`src/rtl/alu_issue_stage.sv`:
```
// Issue stage ahead of the 32-bit ALU. It decodes the instruction, reads operands with a
// writeback bypass, and holds back RAW/WAW hazards using a pending-write scoreboard.
module alu_issue_stage #(
  parameter int unsigned DATA_W = 32,
  parameter int unsigned NREG   = 16
) (
  input  logic              clk,
  input  logic              rst_n,
  input  logic              in_valid,
  input  logic [31:0]       in_instr,
  output logic              in_ready,
  input  logic              wb_en,
  input  logic [3:0]        wb_addr,
  input  logic [DATA_W-1:0] wb_data,
  output logic              out_valid,
  input  logic              out_ready,
  output logic [DATA_W-1:0] In1,
  output logic [DATA_W-1:0] In2,
  output logic [3:0]        opcode,
  output logic [2:0]        SR_Cont,
  output logic [4:0]        SR_Bit,
  output logic [3:0]        out_rd,
  output logic              illegal_op
);

  localparam int unsigned AW     = 4;
  localparam int unsigned OPW    = 4;
  localparam logic [OPW-1:0] OP_MAX = OPW'(5);

  logic [DATA_W-1:0] rf_q [NREG];
  logic [NREG-1:0]   pend_q, pend_d, clr_c, set_c;

  logic [OPW-1:0] op_c;
  logic [AW-1:0]  rd_c, rs1_c, rs2_c;
  logic [2:0]     sc_c;
  logic [4:0]     sb_c;
  logic           legal_c, hz_c, slot_free_c, accept_c, issue_c;
  logic [DATA_W-1:0] opa_c, opb_c;
  logic           unused_c;

  logic              out_valid_q, illegal_q;
  logic [DATA_W-1:0] in1_q, in2_q;
  logic [OPW-1:0]    opcode_q;
  logic [2:0]        sr_cont_q;
  logic [4:0]        sr_bit_q;
  logic [AW-1:0]     out_rd_q;

  assign op_c     = in_instr[31:28];
  assign rd_c     = in_instr[27:24];
  assign rs1_c    = in_instr[23:20];
  assign rs2_c    = in_instr[19:16];
  assign sc_c     = in_instr[15:13];
  assign sb_c     = in_instr[12:8];
  assign unused_c = ^in_instr[7:0];

  assign legal_c = (op_c <= OP_MAX);

  // Writeback clears pending this cycle, so a hazard it resolves does not stall.
  always_comb begin
    clr_c = '0;
    if (wb_en) clr_c[wb_addr] = 1'b1;
    clr_c[0] = 1'b0;
  end

  assign hz_c = (pend_q[rs1_c] & ~clr_c[rs1_c]) |
                (pend_q[rs2_c] & ~clr_c[rs2_c]) |
                (pend_q[rd_c]  & ~clr_c[rd_c]);

  assign slot_free_c = !out_valid_q || out_ready;
  // Illegal opcodes are dropped, so only the output slot gates them.
  assign in_ready    = legal_c ? (slot_free_c && !hz_c) : slot_free_c;
  assign accept_c    = in_valid && in_ready;
  assign issue_c     = accept_c && legal_c;

  always_comb begin
    set_c = '0;
    if (issue_c && rd_c != '0) set_c[rd_c] = 1'b1;
    pend_d    = (pend_q & ~clr_c) | set_c;
    pend_d[0] = 1'b0;
  end

  // Operand read with same-cycle writeback bypass; r0 reads as zero.
  always_comb begin
    opa_c = rf_q[rs1_c];
    opb_c = rf_q[rs2_c];
    if (wb_en && wb_addr == rs1_c) opa_c = wb_data;
    if (wb_en && wb_addr == rs2_c) opb_c = wb_data;
    if (rs1_c == '0) opa_c = '0;
    if (rs2_c == '0) opb_c = '0;
  end

  always_ff @(posedge clk or negedge rst_n) begin
    if (!rst_n) begin
      for (int i = 0; i < int'(NREG); i++) rf_q[i] <= '0;
      pend_q <= '0;
    end else begin
      if (wb_en && wb_addr != '0) rf_q[wb_addr] <= wb_data;
      pend_q <= pend_d;
    end
  end

  always_ff @(posedge clk or negedge rst_n) begin
    if (!rst_n) begin
      out_valid_q <= 1'b0;
      illegal_q   <= 1'b0;
      in1_q       <= '0;
      in2_q       <= '0;
      opcode_q    <= '0;
      sr_cont_q   <= '0;
      sr_bit_q    <= '0;
      out_rd_q    <= '0;
    end else begin
      illegal_q <= accept_c && !legal_c;
      if (issue_c) begin
        out_valid_q <= 1'b1;
        in1_q       <= opa_c;
        in2_q       <= opb_c;
        opcode_q    <= op_c;
        sr_cont_q   <= sc_c;
        sr_bit_q    <= sb_c;
        out_rd_q    <= rd_c;
      end else if (out_ready) begin
        out_valid_q <= 1'b0;
      end
    end
  end

  assign out_valid  = out_valid_q;
  assign illegal_op = illegal_q;
  assign In1        = in1_q;
  assign In2        = in2_q;
  assign opcode     = opcode_q;
  assign SR_Cont    = sr_cont_q;
  assign SR_Bit     = sr_bit_q;
  assign out_rd     = out_rd_q;

endmodule

```
`config.mk`:
```
export PLATFORM = sky130hd
export DESIGN_NAME = alu_issue_stage
export DESIGN_NICKNAME = d
export VERILOG_FILES = /design/src/rtl/alu_issue_stage.sv
export SDC_FILE = /design/constraint.sdc
export NUM_CORES = 1
export LEC_CHECK = 0
export ABC_AREA = 1
export ABC_CLOCK_PERIOD_IN_PS = 3900
export CELL_PAD_IN_SITES_DETAIL_PLACEMENT = 1
export CELL_PAD_IN_SITES_GLOBAL_PLACEMENT = 1
export CORE_MARGIN = 2
export CORE_UTILIZATION = 35
export DETAILED_ROUTE_END_ITERATION = 7
export GPL_TIMING_DRIVEN = 1
export PLACE_DENSITY = 0.62
export SLEW_MARGIN = 10
export SYNTH_ARGS = -nofsm -noshare
export SYNTH_HDL_FRONTEND = slang
export SYNTH_SLANG_ARGS = --single-unit
export TNS_END_PERCENT = 1
```
`constraint.sdc`:
```
create_clock -name clk -period 3.9 [get_ports clk]
set_clock_uncertainty 0.15 [all_clocks]
set_input_delay 0.585 -clock clk [delete_from_list [all_inputs] [get_ports clk]]
set_output_delay 0.585 -clock clk [all_outputs]
set_load 0.005 [all_outputs]
```
==> results of run 1 <==
[kinds of logic after synthesis]
logic type | share of synthesized area (%)
buf+inv | 10.61
compound gates | 27.48
flops | 48.06
simple gates | 13.74
xor+xnor | 0.1105
[final cells by class]
type                       instances  area, um^2  share of cell area (%)
clock inverter                    26       294.0                  0.7966
inverter                         480        1812                   4.909
tap                             1176        1471                   3.987
clock buffer                     110        2241                   6.071
multi-input combinational       2573       13300                   36.04
timing repair buffer             263        2549                   6.905
sequential                       609       15240                   41.29
[what timing repair did]
action                                  in CTS  in global routing
hold endpoints to repair                    59                  0
resized for setup                            4                  7
hold buffers                                 1                  0
setup buffers                                0                  0
endpoints found under the setup margin       1                  1
[cells in the mapped netlist]
| library cell | number |
|---|---|
| dfrtp_1 | 609 |
| nand4_2 | 1 |
| xnor2_1 | 4 |
| buf_2 | 23 |
| o21ai_0 | 766 |
| a22oi_1 | 3 |
| nand2_1 | 847 |
| o22ai_2 | 3 |
| nand2_2 | 4 |
| nand4_1 | 1 |
| nor4_4 | 1 |
| buf_1 | 34 |
| nor2_8 | 1 |
| nand3_2 | 2 |
| o221ai_1 | 320 |
| nand3b_1 | 1 |
| o2111ai_1 | 2 |
| buf_4 | 5 |
| nand3_1 | 150 |
| inv_1 | 470 |
| inv_2 | 10 |
| o211ai_1 | 3 |
| o21ai_1 | 55 |
| a21oi_1 | 330 |
| nor4_2 | 1 |
| o21ai_2 | 5 |
| nor2_4 | 1 |
| a31oi_1 | 1 |
| buf_6 | 7 |
| nor2_2 | 10 |
| nor2_1 | 61 |
| clkbuf_1 | 321 |
[power by group through the flow]
stage | sequential (mW) | clock (mW) | combinational [mW]
6_report | 8.43 | 7.23 | 4.49
5_1_grt | 8.60 | 7.64 | 5.08
4_1_cts | 8.43 | 7.40 | 4.52
3_5_place_dp | 8.52 | 0 | 4.49
3_3_place_gp | 8.48 | 0 | 4.37
2_1_floorplan | 8.39 | 0 | 2.58
[metrics by stage]
step / total power, mW / hold slack, ns / cells / setup WS, ns
after floorplan: 10.97 / 0.1394 / 4052 / 1.387
after global placement: 12.86 / 0.2146 / 5100 / -0.03309
after detailed placement: 13.01 / 0.2169 / 5100 / -0.06557
after CTS: 20.35 / 0.2305 / 5237 / 0.03261
after global routing: 21.32 / 0.2393 / 5237 / 0.005204
final: 20.14 / 0.2258 / 5237 / 0.2452
[sequential cells by signal (all words and copies together), names as in the netlist]
signal      cells
rf_q          512
In1            32
In2            32
pend_q         15
SR_Bit          5
opcode          4
out_rd          4
SR_Cont         3
illegal_op      1
out_valid       1
[routing by layer]
layer / track usage [%] / up-vias / wire length (um)
met3: 3.449 / 198 / 6956
li1: - / 13650 / -
met4: 8.404 / 4 / 3570
met5: 0 / - / 23
met2: 43.97 / 844 / 58390
met1: 38.04 / 14920 / 57860
[worst min-delay path by stage]
| stage | start | endpoint | slack [ns] | cells after the start |
|---|---|---|---|---|
| 5_1_grt | rf_q[496] | rf_q[496] | 0.24 | 0 |
| 3_5_place_dp | rf_q[505] | rf_q[505] | 0.22 | 0 |
| 2_1_floorplan | rst_n | In1[0] | 0.14 | 0 |
| 4_1_cts | rf_q[506] | rf_q[506] | 0.23 | 0 |
| 6_report | rf_q[505] | rf_q[505] | 0.23 | 0 |
| 3_3_place_gp | rf_q[498] | rf_q[498] | 0.21 | 0 |
==> results.ini, run 1 <==
[die]
coreArea_mm2=0.08987
die-area_mm2=0.09303
rows=110
start_util_pct=35.28
die_w_um=305.0
io_pins=156
die_h_um=305.0

[logic_synthesis]
seq_area_frac_synth_pct=48.06
ys_types=32
synth_top_area_cell=dfrtp_1
netlist.area_leader.share_pct=48.06
synth_nets=4125
synth-seq-cells=609
avgSynthCellArea_um2=7.826
ys_warn_count=0
synthCells=4052
synth_area_mm2=0.03171
synth.area.top_cells=dfrtp_1 (48%), o21ai_0 (12%), nand2_1 (10%)

[grt]
grt-ovfl-total=0
grt_usage_pct=27.24
antenna_found_initial=2
grt_start_max_net_pins=135
grt_pass1_vias=30200
grt_pass1_wl_mm=194.3

[setup_path]
cpPeakStageDelay_ns=0.52
critPathKind=input pin to output port
crit_end=in_ready
r2r_setup_slack_ns=1.33
worst-path-stages=14
reg2reg_to=In2[16]
cpMostUsedCell=nand2_1
reg2reg_depth=13
crit_path_start=wb_addr[1]
crit_fanout=7
r2r-start=pend_q[6]
cp.arrival_ns=2.92
worst-path-buf-inv=3
crit_chain=dlygate4sd2_1, nand2_1, nor2_1, nand2_1, nand2_1, nand3_1, nand3_1, nand2_1, nand2_1, nand3_1, nor2_2, inv_1, a21oi_1, clkdlybuf4s50_1
cp.required_ns=3.16
startpoint_type=input pin
crit_family=simple AND/OR/NAND/NOR gates
end_kind=output port
cp_slowest_cell=clkdlybuf4s50_1

[cells_and_area]
antenna_cells=0
final_layout_size_suffix_gt1_share_pct=7.584
nFillCells=10720
final_core_util_pct=41.07
syn_to_final_growth_pct=16.39
finalNetCount=4075
final_cell_mix=nand2_1 (842), o21ai_0 (766), dfrtp_1 (609)
fin_area_mm2=0.03691
final_common_cell=nand2_1

[routing]
ant_nets=0
vias=29620
wl_mm=126.8
drc=0
viasPerCell=5.656
wl_per_cell_um=24.21
first_iter_violations=2126
firstDrtPassIters=5

[power_and_ir_drop]
p_comb_share_pct=22.3
swShare_pct=31.11
p_int_mw=13.88
power_frac_seq_pct=41.8
power_density_mw_per_mm2=545.7
p_sw_mw=6.265
vdd_drop_max_mv=0.2833
leakagePower_nw=16.11
clock_power_share_pct=35.9

[placement]
placed_cell_area_mm2=0.03434
hpwl_mm=71.01
port_buffers=147
routabilityCongestion=0.8279

[clock_tree]
htree_levels=3
clock_path_buffers=3
cts_made_buffers=75
cts_root_buf=clkbuf_16
clock_sinks=609
clk_pin_slew_ns=0.06
cts_tree=built
insertion_delay_ns=0.65

[min_path]
hold_path_class=register to register

[sta]
post-route-min-period_ns=3.655
tightestPinTransition_ns=1.053
post-route-period-util_pct=93.71
slew_viol_final=0
rsz0062_at_grt=no
max_slew_margin_pct=29.77
fin_setup_tns_ns=0
hold_viol=0
finalSetupViolations=0
fmax_mhz=273.6

[run]
max_cap_viol_count=0

[status]
status=finished clean

Note: power is estimated with default switching activity, not from simulation.
==> run 2, diff against run 1 <==
RECOVER_POWER = 50   (was default)
==> run 2 against run 1 <==
- the flow now finishes with violations (max-capacitance violations, max-slew violations)
- clock-buffer cell count unchanged
- first-iteration DRC count down 1.2%
- cell count unchanged
- sequential power barely moved
- setup slack improved by 0.011 ns
- die area unchanged
- register-to-register slack about the same
- sequential share of layout area increased by 0.12 points
- hold slack about the same
- routed wire length about the same
- critical path type unchanged
==> results.ini, run 2 (synthesis results as in run 1) <==
[die]
coreArea_mm2=0.08987  ; unchanged
start_util_pct=35.28  ; unchanged
die_h_um=305.0  ; unchanged
rows=110  ; unchanged
io_pins=156  ; unchanged
die-area_mm2=0.09303  ; unchanged
die_w_um=305.0  ; unchanged

[setup_path]
reg2reg_depth=15  ; +2
startpoint_type=input pin
r2r_setup_slack_ns=1.32  ; about the same
r2r-start=pend_q[7]
reg2reg_to=In2[16]
worst-path-buf-inv=4  ; +1
crit_fanout=8  ; +1
crit_chain=clkdlybuf4s50_1, inv_2, nor2_4, nand2_1, nor2_1, nor2_1, nand2_1, nor2_1, nor2_1, nand3_1, nand2_1, nor2_2, inv_1, a21oi_1, clkdlybuf4s50_1
cp.arrival_ns=2.91  ; about the same
cpPeakStageDelay_ns=0.53  ; about the same
crit_family=buffers and inverters
end_kind=output port
cp_slowest_cell=clkdlybuf4s50_1
cp.required_ns=3.16  ; about the same
cpMostUsedCell=nor2_1
critPathKind=input pin to output port

[status]
violations=max-capacitance violations, max-slew violations
status=finished with violations

[placement]
hpwl_mm=71.01  ; unchanged
placed_cell_area_mm2=0.03434  ; unchanged
routabilityCongestion=0.8279  ; unchanged
port_buffers=147  ; unchanged

[clock_tree]
cts_root_buf=clkbuf_16
cts_made_buffers=75  ; unchanged
clk_pin_slew_ns=0.06  ; about the same
insertion_delay_ns=0.65  ; about the same
htree_levels=3  ; unchanged
cts_tree=built
post_cts_buffers=0  ; unchanged
clock_sinks=609  ; unchanged
clock_path_buffers=3  ; unchanged

[power_and_ir_drop]
leakagePower_nw=16.03  ; -0.45%
vdd_drop_max_mv=0.2834  ; about the same
power_density_mw_per_mm2=547.1  ; +0.26%

[sta]
fmax_mhz=274.4  ; +0.30%
max_slew_margin_pct=-64.23  ; -94 points
finalSetupViolations=0  ; unchanged
slew_viol_final=188  ; +188
rsz0062_at_grt=no
hold_viol=0  ; unchanged
post-route-period-util_pct=93.43  ; -0.28 points
tightestPinTransition_ns=2.463  ; +1.410 ns
post-route-min-period_ns=3.644  ; -0.01105 ns

[cells_and_area]
largest_reg_flops=512  ; unchanged
nFillCells=10740  ; +0.16%
final_cell_mix=nand2_1 (842), o21ai_0 (766), dfrtp_1 (609)
finalNetCount=4075  ; unchanged
final_core_util_pct=40.95  ; -0.12 points
multiInputGateArea_mm2=0.01329  ; about the same
fin_area_mm2=0.03680  ; -0.30%
final_layout_size_suffix_gt1_share_pct=7.166  ; -0.42 points
regArea_mm2=0.01524  ; unchanged
syn_to_final_growth_pct=16.04
regMostFlops=rf_q
final_common_cell=nand2_1
antenna_cells=0  ; unchanged

[routing]
ant_nets=0  ; unchanged
drc=0  ; unchanged
first_iter_violations=2101  ; -1.2%
viasPerCell=5.649  ; -0.13%
firstDrtPassIters=5  ; unchanged
wl_mm=126.8  ; about the same
wl_per_cell_um=24.22  ; about the same
vias=29580  ; -0.13%

[min_path]
hold_depth=0  ; unchanged
hold_path_class=register to register
hp-start=rf_q[505]
hold_end=rf_q[505]

[run]
max_cap_viol_count=6  ; +6

[grt]
grt_pass1_vias=30200  ; unchanged
grt_pass1_wl_mm=194.3  ; unchanged
grt_start_max_net_pins=135  ; unchanged
grt_usage_pct=27.24  ; unchanged
grt-ovfl-total=0  ; unchanged
antenna_found_initial=2  ; unchanged

-- run 2: area by class of cell --
type	instances	share of cell area (%)
clock buffer	110	6.090
clock inverter	26	0.7990
inverter	480	4.923
multi-input combinational	2573	36.12
sequential	609	41.41
tap	1176	3.999
timing repair buffer	263	6.661
-- run 2: worst max path at each step --
stage,startpoint,to,cells past startpoint
3_5_place_dp,wb_en,in_ready,14
4_1_cts,wb_addr[2],in_ready,14
3_3_place_gp,wb_en,in_ready,14
6_report,in_instr[24],in_ready,15
5_1_grt,wb_addr[1],in_ready,14
2_1_floorplan,wb_addr[3],in_ready,14
-- run 2: routing by layer --
metal  global-route usage (%)  wire, um  up-vias
li1                         -         -    13650
met1                    38.04     57930    14860
met2                    43.97     58160      854
met3                    3.449      6999      212
met4                    8.404      3732        4
met5                        0        23        -
-- run 2: what timing repair did --
action,in CTS,in global routing
gates resized for setup,4,7
endpoints found under the setup margin,1,1
endpoints found under the hold margin,59,0
hold buffers,1,0
-- run 2: report_power, final --
part	leakage [nW]	switching, mW	internal [mW]
sequential	7.54	0.643	7.79
clock	1.26	2.91	4.32
combinational	7.24	2.71	1.77
-- run 2: metrics by stage --
step | setup TNS [ns] | instances | power, mW | hold WS, ns | setup WS (ns)
final | 0 | 5237 | 20.13 | 0.2259 | 0.2562
after global routing | 0 | 5237 | 21.32 | 0.2393 | 0.005294
after CTS | 0 | 5237 | 20.35 | 0.2305 | 0.03261
after detailed placement | -0.06557 | 5100 | 13.01 | 0.2169 | -0.06557
after global placement | -0.03309 | 5100 | 12.86 | 0.2146 | -0.03309
after floorplan | 0 | 4052 | 10.97 | 0.1394 | 1.387
